$ cat config.mk
export PLATFORM = sky130hd
export DESIGN_NAME = pc_ctrl_flat
export DESIGN_NICKNAME = d
export VERILOG_FILES = /design/src/rtl/pc_ctrl_pkg.sv /design/src/rtl/pc_ctrl_if.sv /design/src/rtl/pc_ctrl_md_busy_cnt.sv /design/src/rtl/pc_ctrl.sv /design/src/flat_wrapper.sv
export SDC_FILE = /design/constraint.sdc
export NUM_CORES = 1
export LEC_CHECK = 0
export CORE_MARGIN = 4
export CORE_UTILIZATION = 40
export DETAILED_ROUTE_END_ITERATION = 8
export GPL_TIMING_DRIVEN = 0
export HOLD_SLACK_MARGIN = 0.05
export PLACE_DENSITY = 0.81
export SYNTH_ARGS = -nofsm -noshare
export SYNTH_HDL_FRONTEND = slang
export SYNTH_HIERARCHICAL = 1
export SYNTH_SLANG_ARGS = --single-unit
$ cat constraint.sdc
create_clock -name clk -period 2.1 [get_ports clk]
set_clock_uncertainty 0.15 [all_clocks]
set_input_delay 0.42 -clock clk [delete_from_list [all_inputs] [get_ports clk]]
set_output_delay 0.42 -clock clk [all_outputs]
set_load 0.02 [all_outputs]
$ cat src/rtl/pc_ctrl_pkg.sv
// pc_ctrl_pkg: shared constants for the fetch-stage PC sequencing controller.
//   RESET_PC    - value the PC register takes on reset (held outside pc_ctrl)
//   MULT_CYCLES - busy cycles after a mult/multu starts
//   DIV_CYCLES  - busy cycles after a div/divu starts
//   CNT_W       - busy counter width, wide enough for max(MULT_CYCLES, DIV_CYCLES)
//   PC_INC      - sequential fetch increment
package pc_ctrl_pkg;

  localparam logic [31:0] RESET_PC    = 32'h0000_3000;
  localparam int          MULT_CYCLES = 5;
  localparam int          DIV_CYCLES  = 10;
  localparam int          CNT_W       = 4;
  localparam logic [31:0] PC_INC      = 32'd4;

endpackage

$ cat src/rtl/pc_ctrl_if.sv
// pc_ctrl_if: bundles the decode/hazard/execute inputs and PC-register
// outputs of pc_ctrl.
//   master - pipeline side: drives pc_f, hazard/redirect/mult-div inputs,
//            receives next_pc, pc_en, stall, md_busy
//   slave  - pc_ctrl side
interface pc_ctrl_if;

  logic [31:0] pc_f;
  logic        hazard_stall;
  logic        redir_valid;
  logic [31:0] redir_target;
  logic        md_start_e;
  logic        md_is_div_e;
  logic        md_use_d;
  logic [31:0] next_pc;
  logic        pc_en;
  logic        stall;
  logic        md_busy;

  modport master (
    output pc_f, hazard_stall, redir_valid, redir_target,
           md_start_e, md_is_div_e, md_use_d,
    input  next_pc, pc_en, stall, md_busy
  );

  modport slave (
    input  pc_f, hazard_stall, redir_valid, redir_target,
           md_start_e, md_is_div_e, md_use_d,
    output next_pc, pc_en, stall, md_busy
  );

endinterface

$ cat src/rtl/pc_ctrl_md_busy_cnt.sv
// md_busy_cnt: multiply/divide busy down-counter.
//   clk, Reset - system clock, synchronous active-high reset
//   start      - E-stage mult/div starting this cycle
//   is_div     - with start: 1 = div family, 0 = mult family
//   busy       - registered, high while the counter is non-zero
//
// mode | meaning
// IDLE | cnt == 0, a start loads the cycle count
// BUSY | cnt != 0, counts down to 0; starts are ignored
module md_busy_cnt
  import pc_ctrl_pkg::*;
#(
  parameter int MULT_N = MULT_CYCLES,
  parameter int DIV_N  = DIV_CYCLES,
  parameter int W      = CNT_W
) (
  input  logic clk,
  input  logic Reset,
  input  logic start,
  input  logic is_div,
  output logic busy
);

  logic [W-1:0] cnt;
  logic [W-1:0] cnt_nxt;

  // A start that lands while busy does not restart the count.
  always_comb begin
    cnt_nxt = cnt;
    if (start && (cnt == '0)) begin
      cnt_nxt = is_div ? W'(DIV_N) : W'(MULT_N);
    end else if (cnt != '0) begin
      cnt_nxt = cnt - 1'b1;
    end
  end

  // busy is registered from the next count so it stays equal to (cnt != 0).
  always_ff @(posedge clk) begin
    if (Reset) begin
      cnt  <= '0;
      busy <= 1'b0;
    end else begin
      cnt  <= cnt_nxt;
      busy <= (cnt_nxt != '0);
    end
  end

endmodule

$ cat src/rtl/pc_ctrl.sv
// pc_ctrl: fetch-stage PC sequencing controller.
//   clk, Reset - system clock, synchronous active-high reset
//   bus        - pc_ctrl_if.slave: pc_f, hazard_stall, redirect request,
//                mult/div start and use flags in; next_pc, pc_en, stall,
//                md_busy out
// Merges hazard and mult/div stalls into a single PC stall, remembers a
// redirect that arrives while fetch is stalled, and selects next_pc.
module pc_ctrl
  import pc_ctrl_pkg::*;
#(
  parameter int MULT_N = MULT_CYCLES,
  parameter int DIV_N  = DIV_CYCLES,
  parameter int W      = CNT_W
) (
  input logic       clk,
  input logic       Reset,
  pc_ctrl_if.slave  bus
);

  logic        md_busy;
  logic        md_stall;
  logic        stall;
  logic        pend;
  logic [31:0] pend_tgt;
  logic [31:0] next_pc;

  md_busy_cnt #(
    .MULT_N (MULT_N),
    .DIV_N  (DIV_N),
    .W      (W)
  ) u_md_busy_cnt (
    .clk    (clk),
    .Reset  (Reset),
    .start  (bus.md_start_e),
    .is_div (bus.md_is_div_e),
    .busy   (md_busy)
  );

  // md_start_e is included so a dependent instruction stalls in the very
  // cycle the operation is launched, before md_busy rises.
  assign md_stall = bus.md_use_d & (md_busy | bus.md_start_e);
  assign stall    = bus.hazard_stall | md_stall;

  // A fresh redirect always wins over a held one.
  always_comb begin
    next_pc = bus.pc_f + PC_INC;
    if (bus.redir_valid) begin
      next_pc = bus.redir_target;
    end else if (pend) begin
      next_pc = pend_tgt;
    end
  end

  // Any cycle the PC advances consumes whichever target was used, so the
  // held redirect only survives consecutive stalled cycles.
  always_ff @(posedge clk) begin
    if (Reset) begin
      pend     <= 1'b0;
      pend_tgt <= '0;
    end else if (bus.redir_valid && stall) begin
      pend     <= 1'b1;
      pend_tgt <= bus.redir_target;
    end else if (!stall) begin
      pend     <= 1'b0;
    end
  end

  assign bus.next_pc = next_pc;
  assign bus.stall   = stall;
  assign bus.pc_en   = ~stall;
  assign bus.md_busy = md_busy;

endmodule

$ cat src/flat_wrapper.sv
// flat-port wrapper written by rule: the top's interface ports become plain ports
module pc_ctrl_flat import pc_ctrl_pkg::*;
#(
  parameter int MULT_N = MULT_CYCLES,
  parameter int DIV_N  = DIV_CYCLES,
  parameter int W      = CNT_W
)
  (clk, Reset, bus_pc_f, bus_hazard_stall, bus_redir_valid, bus_redir_target, bus_md_start_e, bus_md_is_div_e, bus_md_use_d, bus_next_pc, bus_pc_en, bus_stall, bus_md_busy);
  pc_ctrl_if bus_i ();
  input logic clk;
  input logic Reset;
  input wire logic [$bits(bus_i.pc_f)-1:0] bus_pc_f;
  input wire logic [$bits(bus_i.hazard_stall)-1:0] bus_hazard_stall;
  input wire logic [$bits(bus_i.redir_valid)-1:0] bus_redir_valid;
  input wire logic [$bits(bus_i.redir_target)-1:0] bus_redir_target;
  input wire logic [$bits(bus_i.md_start_e)-1:0] bus_md_start_e;
  input wire logic [$bits(bus_i.md_is_div_e)-1:0] bus_md_is_div_e;
  input wire logic [$bits(bus_i.md_use_d)-1:0] bus_md_use_d;
  output wire logic [$bits(bus_i.next_pc)-1:0] bus_next_pc;
  output wire logic [$bits(bus_i.pc_en)-1:0] bus_pc_en;
  output wire logic [$bits(bus_i.stall)-1:0] bus_stall;
  output wire logic [$bits(bus_i.md_busy)-1:0] bus_md_busy;
  assign bus_i.pc_f = bus_pc_f;
  assign bus_i.hazard_stall = bus_hazard_stall;
  assign bus_i.redir_valid = bus_redir_valid;
  assign bus_i.redir_target = bus_redir_target;
  assign bus_i.md_start_e = bus_md_start_e;
  assign bus_i.md_is_div_e = bus_md_is_div_e;
  assign bus_i.md_use_d = bus_md_use_d;
  assign bus_next_pc = bus_i.next_pc;
  assign bus_pc_en = bus_i.pc_en;
  assign bus_stall = bus_i.stall;
  assign bus_md_busy = bus_i.md_busy;
  pc_ctrl #(.MULT_N(MULT_N), .DIV_N(DIV_N), .W(W)) u_core (.clk(clk), .Reset(Reset), .bus(bus_i));
endmodule
==> results of run 1 <==
## worst min-delay path, stage by stage (launching register included)
cell,delay (ps)
dfxtp_1,320
nand2_1,50
a21oi_1,50
## power by group through the flow
stage,clock network (W),registers [W],logic (W)
3_3_place_gp,0,0.000876,0.000968
4_1_cts,0.000637,0.000866,0.00102
3_5_place_dp,0,0.000881,0.000991
2_1_floorplan,0,0.000878,0.000562
6_report,0.000648,0.000873,0.00109
5_1_grt,0.000693,0.000883,0.00117
## cell type report
type | count | area, sq um
Buffer | 25 | 199
Clock buffer | 5 | 68.8
Clock inverter | 3 | 40.0
Sequential cell | 38 | 762
Inverter | 8 | 30.0
Timing Repair Buffer | 135 | 1270
Fill cell | 464 | 1810
Tap cell | 77 | 96.3
Multi-Input combinational cell | 310 | 2150
## routing by layer
layer	routed length, um	GRT usage	vias up
met2	5650	0.452	290
met3	1240	0.0684	78
met1	4360	0.301	1627
li1	-	-	1609
met4	681	0.119	0
met5	0	0	-
## registers in the layout, indices dropped and copies added (netlist names)
| signal | cells |
|---|---|
| u_core/pend | 1 |
| u_core/pend_tgt | 32 |
| u_core/u_md_busy_cnt/cnt | 4 |
| u_core/u_md_busy_cnt/busy | 1 |
## layout by cell type, fill, tap and decap left out, types with 11 or more instances in the layout
master,count
clkdlybuf4s50_1,42
clkbuf_8,11
nand2_1,111
dfxtp_1,37
buf_6,22
buf_4,37
xor2_1,11
o221ai_2,11
a21oi_1,40
buf_2,12
mux2i_1,13
## cells by family (layout without fill, tap and decap cells)
logic type	Yosys count	in the layout	share of synthesized area
adder cells (fa/ha/maj)	2	2	0.00939
XOR/XNOR	24	24	0.0789
flip-flops	38	38	0.286
AO/OA/AOI/OAI	82	82	0.185
AND/OR/NAND/NOR	188	188	0.339
multiplexers	14	14	0.0531
buffers and inverters	33	176	0.0493
## how the worst max path moves through the flow
stage / slack (ps) / endpoint / cells after the start
after global routing: -460 / bus_next_pc[17] / 8
final: -510 / bus_next_pc[17] / 8
after floorplan: -130 / bus_next_pc[28] / 6
after CTS: -360 / bus_next_pc[30] / 8
after detailed placement: -1520 / bus_next_pc[20] / 8
after global placement: -1490 / bus_next_pc[28] / 8
## metrics by stage
step	setup TNS [ps]	worst slack [ps]	instance area [sq um]	utilization
4_1_cts	-5500	-361	4330	0.675
5_1_grt	-8460	-464	4620	0.719
2_1_floorplan	-585	-134	2790	-
6_report	-7380	-507	4620	0.719
3_5_place_dp	-52570	-1520	3940	0.613
3_3_place_gp	-50220	-1490	3940	0.613
## timing repair
action | CTS | global route
setup endpoints to repair | 64 | 53
gates resized for setup | 338 | 67
cloned | 1 | 0
setup buffers | 14 | 16
pin swaps | 38 | 34
==> impl_metrics.env, run 1 <==
export IMPL_status="finished, violations left"
export IMPL_violations="negative setup slack"
export IMPL_crit_path_end_kind="output pin"
export IMPL_place_congestion=0.907
export IMPL_criticalPathCategory="in2out"
export IMPL_syn_area_per_cell_sq_um=6.99
export IMPL_drc=0
export IMPL_clkSlewWorstSetupHoldPaths_ps=80
export IMPL_path_common_cell="buf_4"
export IMPL_seq_area_frac_synth=0.286
export IMPL_cp_slowest_stage_delay_ps=380
export IMPL_relSlewSlack=0.576
export IMPL_ys_types=41
export IMPL_r2r_end="u_core/u_md_busy_cnt/busy"
export IMPL_hp_start="u_core/pend_tgt[27]"
export IMPL_grt_max_degree=13
export IMPL_holdPathStages=2
export IMPL_cp_start_kind="input port"
export IMPL_syn_cell_area_sq_um=2660
export IMPL_crit_family="compound AO/OA/AOI/OAI gates"
export IMPL_r2r_cells=5
export IMPL_die_w_um=89.6
export IMPL_synth_top_area_cell="dfxtp_1"
export IMPL_drt_iter0_markers=364
export IMPL_clockPowerShare=0.248
export IMPL_p_sw_frac=0.362
export IMPL_wl_um=11900
export IMPL_power_switching_w=0.000946
export IMPL_post_route_min_period_ps=2610
export IMPL_die_area_sq_um=8030
export IMPL_dp_cells=563
export IMPL_ios=106
export IMPL_crit_path_cell_trace="buf_8 -> nand4_4 -> nor4b_4 -> buf_4 -> a21o_1 -> a21oi_2 -> o31ai_2 -> buf_4"
export IMPL_layout_drive_gt1_share=0.338
export IMPL_synth_nets=454
export IMPL_n_antenna_cell=0
export IMPL_async_flop_share=0
export IMPL_root_buffer="clkbuf_8"
export IMPL_drv_cap=0
export IMPL_setup_violations_final=24
export IMPL_syn_inst=381
export IMPL_ys_ff_latch=38
export IMPL_dpl_hpwl_um=6850
export IMPL_cp_slowest_cell="nor4b_4"
export IMPL_synth_edf_count=0
export IMPL_hp_class="reg2reg"
export IMPL_track_usage=0.261
export IMPL_fin_crit_sh=1.24
export IMPL_post_drt_wl_per_cell_um=19.9
export IMPL_fmax_mhz=384
export IMPL_internal_power_w=0.00167
export IMPL_clk_insertion_delay_late_ps=300
export IMPL_cts_buffers=5
export IMPL_cts_tree="built"
export IMPL_seq_power_share=0.334
export IMPL_drtAntennaViolNets=0
export IMPL_ys_flop_type="dfxtp_1"
export IMPL_p_leak_nw=1.89
export IMPL_fin_nets=596
export IMPL_ir_drop_mv=0.453
export IMPL_finalNonFillerCells=601
export IMPL_worstPathRequired_ps=1530
export IMPL_h_tree_depth=2
export IMPL_combPwrFrac=0.418
export IMPL_synth_top_area_frac=0.286
export IMPL_io_buffers=105
export IMPL_vias=3604
export IMPL_final_max_slew_violation_count=0
export IMPL_grt_pass1_vias=3427
export IMPL_arrival_ps=2040
export IMPL_overflow=0
export IMPL_crit_start="bus_pc_f[7]"
export IMPL_rsz0062_at_grt="yes"
export IMPL_synth_most_common_cell="nand2_1"
export IMPL_clock_sinks=38
export IMPL_antenna_found_initial=0
export IMPL_reg2reg_from="u_core/u_md_busy_cnt/cnt[0]"
export IMPL_fin_ws_ps=-507
export IMPL_powerDensity_nw_per_um2=566
export IMPL_hold_viol_final=0
export IMPL_rows=29
export IMPL_ctsHoldBuffers=0
export IMPL_ys_warn_count=6
export IMPL_start_util=0.415
export IMPL_syn_to_final_growth_pct=73.3
export IMPL_drtPass1Iterations=5
export IMPL_worst_path_buf_inv=3
export IMPL_cts_buffer_depth=2
export IMPL_crit_fanout=4
export IMPL_worstMarginPinSlew_ps=636
export IMPL_reg2reg_slack_ps=230
export IMPL_whs_endpoint="u_core/pend_tgt[27]"
export IMPL_grt_first_pass_wirelength_um=16200
export IMPL_yosys_top_cells_area="dfxtp_1 (29%), nand2_1 (16%), a21oi_1 (8.1%)"
export IMPL_synthTopCellsByCount="nand2_1 (114), a21oi_1 (43), dfxtp_1 (38), clkbuf_1 (18), nand3_1 (14)"
export IMPL_whs_ps=312
export IMPL_die_height_um=89.6
export IMPL_viasPerCell=6.00
export IMPL_power_total_w=0.00261
export IMPL_coreArea_sq_um=6420
Note: power is estimated with default switching activity, not from simulation.
==> inputs of run 2 (changes only) <==
--- a/config.mk
+++ b/config.mk
@@ -6,11 +6,11 @@
 export NUM_CORES = 1
 export LEC_CHECK = 0
 export CORE_MARGIN = 4
-export CORE_UTILIZATION = 40
+export CORE_UTILIZATION = 45
 export DETAILED_ROUTE_END_ITERATION = 8
 export GPL_TIMING_DRIVEN = 0
 export HOLD_SLACK_MARGIN = 0.05
-export PLACE_DENSITY = 0.81
+export PLACE_DENSITY = 0.86
 export SYNTH_ARGS = -nofsm -noshare
 export SYNTH_HDL_FRONTEND = slang
 export SYNTH_HIERARCHICAL = 1
==> constraint.sdc (replaced) <==
create_clock -name clk -period 3.14 [get_ports clk]
set_clock_uncertainty 0.15 [all_clocks]
set_input_delay 0.628 -clock clk [delete_from_list [all_inputs] [get_ports clk]]
set_output_delay 0.628 -clock clk [all_outputs]
set_load 0.02 [all_outputs]
==> run 2 against run 1 <==
  * The flow still finishes with violations (negative setup slack)
  * Wire length shrank 18%
  * Non-clock buffer count decreased by 20
  * Total power is 33% lower
  * Sequential share of layout area is 2.4 points higher
  * Worst setup slack gained 500 ps
  * First-iteration DRC count decreased by 34%
  * Clock-buffer cell count up 1
  * Flip-flop and latch count stayed put
  * Critical path depth rose by 1
  * Final cell count decreased by 4.2%
  * Die area is 10% lower
  * Global-route usage increased by 0.089 points
  * Largest cell class unchanged
  * Largest power group unchanged
  * Highest routed layer unchanged
==> impl_metrics.env, run 2 (synthesis gave the netlist of run 1 again) <==
export IMPL_criticalPathCategory="in2out"
export IMPL_finalNonFillerCells=576
export IMPL_coreArea_sq_um=5610
export IMPL_clkSlewWorstSetupHoldPaths_ps=80
export IMPL_final_core_util=0.717
export IMPL_final_max_slew_violation_count=0
export IMPL_track_usage=0.262
export IMPL_hp_class="reg2reg"
export IMPL_n_antenna_cell=0
export IMPL_regMostFlops="u_core/pend_tgt"
export IMPL_fin_ws_ps=-3.95
export IMPL_overflow=0
export IMPL_h_tree_depth=2
export IMPL_hold_viol_final=0
export IMPL_crit_fanout=5
export IMPL_ir_drop_mv=0.397
export IMPL_arrival_ps=2370
export IMPL_io_buffers=105
export IMPL_grtUsageMet1=0.313
export IMPL_post_route_min_period_ps=3140
export IMPL_clock_sinks=38
export IMPL_violations="negative setup slack"
export IMPL_fin_crit_sh=1.00
export IMPL_root_buffer="clkbuf_8"
export IMPL_p_leak_nw=1.68
export IMPL_cts_buffers=5
export IMPL_ctsHoldBuffers=0
export IMPL_vias=3281
export IMPL_largest_reg_flops=32
export IMPL_dpl_hpwl_um=6920
export IMPL_powerDensity_nw_per_um2=434
export IMPL_grtUsageMet2=0.466
export IMPL_grt_first_pass_wirelength_um=15500
export IMPL_worstPathRequired_ps=2360
export IMPL_place_congestion=0.893
export IMPL_final_common_cell="nand2_1"
export IMPL_rows=27
export IMPL_crit_path_end_kind="output pin"
export IMPL_ios=106
export IMPL_die_area_sq_um=7210
export IMPL_drc=0
export IMPL_cts_tree="built"
export IMPL_grt_pass1_vias=3279
export IMPL_mostFrequentLayoutCells="nand2_1 (113), clkdlybuf4s50_1 (49), a21oi_1 (43)"
export IMPL_relSlewSlack=0.497
export IMPL_cts_buffer_depth=2
export IMPL_wl_um=9810
export IMPL_fillers=464
export IMPL_die_height_um=84.9
export IMPL_top_usage_layer="met2"
export IMPL_clk_insertion_delay_late_ps=290
export IMPL_drt_iter0_markers=242
export IMPL_dp_cells=558
export IMPL_reg_top3="u_core/pend_tgt x32, u_core/u_md_busy_cnt/cnt x4"
export IMPL_fin_nets=576
export IMPL_rsz0062_at_grt="yes"
export IMPL_syn_to_final_growth_pct=50.9
export IMPL_drtAntennaViolNets=0
export IMPL_worstMarginPinSlew_ps=754
export IMPL_setup_violations_final=1
export IMPL_grt_max_degree=13
export IMPL_fmax_mhz=318
export IMPL_grt_util_met3=0.0515
export IMPL_drtPass1Iterations=5
export IMPL_post_drt_wl_per_cell_um=17.0
export IMPL_layout_drive_gt1_share=0.153
export IMPL_antenna_found_initial=0
export IMPL_cp_start_kind="input port"
export IMPL_viasPerCell=5.70
export IMPL_status="finished, violations left"
export IMPL_reg2reg_slack_ps=1240
export IMPL_start_util=0.475
export IMPL_drv_cap=0
export IMPL_die_w_um=84.9
-- run 2: metrics by stage --
stage | setup slack [ps] | cell area (sq um) | hold slack [ps] | TNS (ps) | total power [W]
5_1_grt | -59.7 | 4020 | 324 | -158 | 0.00183
4_1_cts | 3.18 | 3990 | 307 | 0 | 0.00173
3_5_place_dp | -981 | 3800 | 297 | -21290 | 0.00123
3_3_place_gp | -1000 | 3800 | 292 | -20710 | 0.00121
6_report | -3.95 | 4020 | 306 | -3.95 | 0.00174
2_1_floorplan | 277 | 2660 | 286 | 0 | 0.000942
-- run 2: layer usage --
metal  vias up  part of all wire
li1       1563                 -
met1      1545              0.40
met2       155              0.51
met3        18             0.079
met4         0             0.017
met5         -                 0
-- run 2: critical path: stages --
cell and delay, ps:
clkdlybuf4s15_2 240, ha_4 160, nand4_1 70, buf_4 180
or3_4 370, nor3_2 230, xnor2_1 160, o221ai_1 130
buf_4 190
-- run 2: path summary, 6_finish.rpt --
| kind | startpoint | to | cells past startpoint |
|---|---|---|---|
| min reg2reg | u_core/pend_tgt[16] | u_core/pend_tgt[16] | 2 |
| min | u_core/pend_tgt[16] | u_core/pend_tgt[16] | 2 |
| max reg2reg | u_core/u_md_busy_cnt/busy | u_core/pend_tgt[19] | 7 |
| max | bus_pc_f[3] | bus_next_pc[30] | 9 |
-- run 2: power by group --
part / total, W / switching [W] / internal [W]
logic: 0.000633 / 0.000345 / 0.000288
registers: 0.000580 / 0.0000438 / 0.000536
clock network: 0.000530 / 0.000191 / 0.000339
total: 0.00174 / 0.000580 / 0.00116
-- run 2: timing repair --
action,4_1_cts,5_1_grt
gates resized for setup,139,48
gates cloned,1,0
pin swaps,8,4
endpoints found under the setup margin,32,20
setup buffers,7,2
-- run 2: area by class of cell --
class / instances / area, sq um / share of cell area
Tap cell: 72 / 90.1 / 0.0224
Sequential cell: 38 / 761 / 0.189
Buffer: 25 / 118 / 0.0293
Clock buffer: 6 / 82.6 / 0.0205
Clock inverter: 2 / 60.1 / 0.0149
Multi-Input combinational cell: 310 / 1860 / 0.463
Inverter: 8 / 30.0 / 0.00747
Timing Repair Buffer: 115 / 1020 / 0.253
==> inputs of run 3 (changes only) <==
--- a/config.mk
+++ b/config.mk
@@ -5,6 +5,7 @@
 export SDC_FILE = /design/constraint.sdc
 export NUM_CORES = 1
 export LEC_CHECK = 0
+export CAP_MARGIN = 20
 export CORE_MARGIN = 4
 export CORE_UTILIZATION = 45
 export DETAILED_ROUTE_END_ITERATION = 8
==> results of run 3 <==
No change in the layout: final DEF, timing and power equal those of run 2.
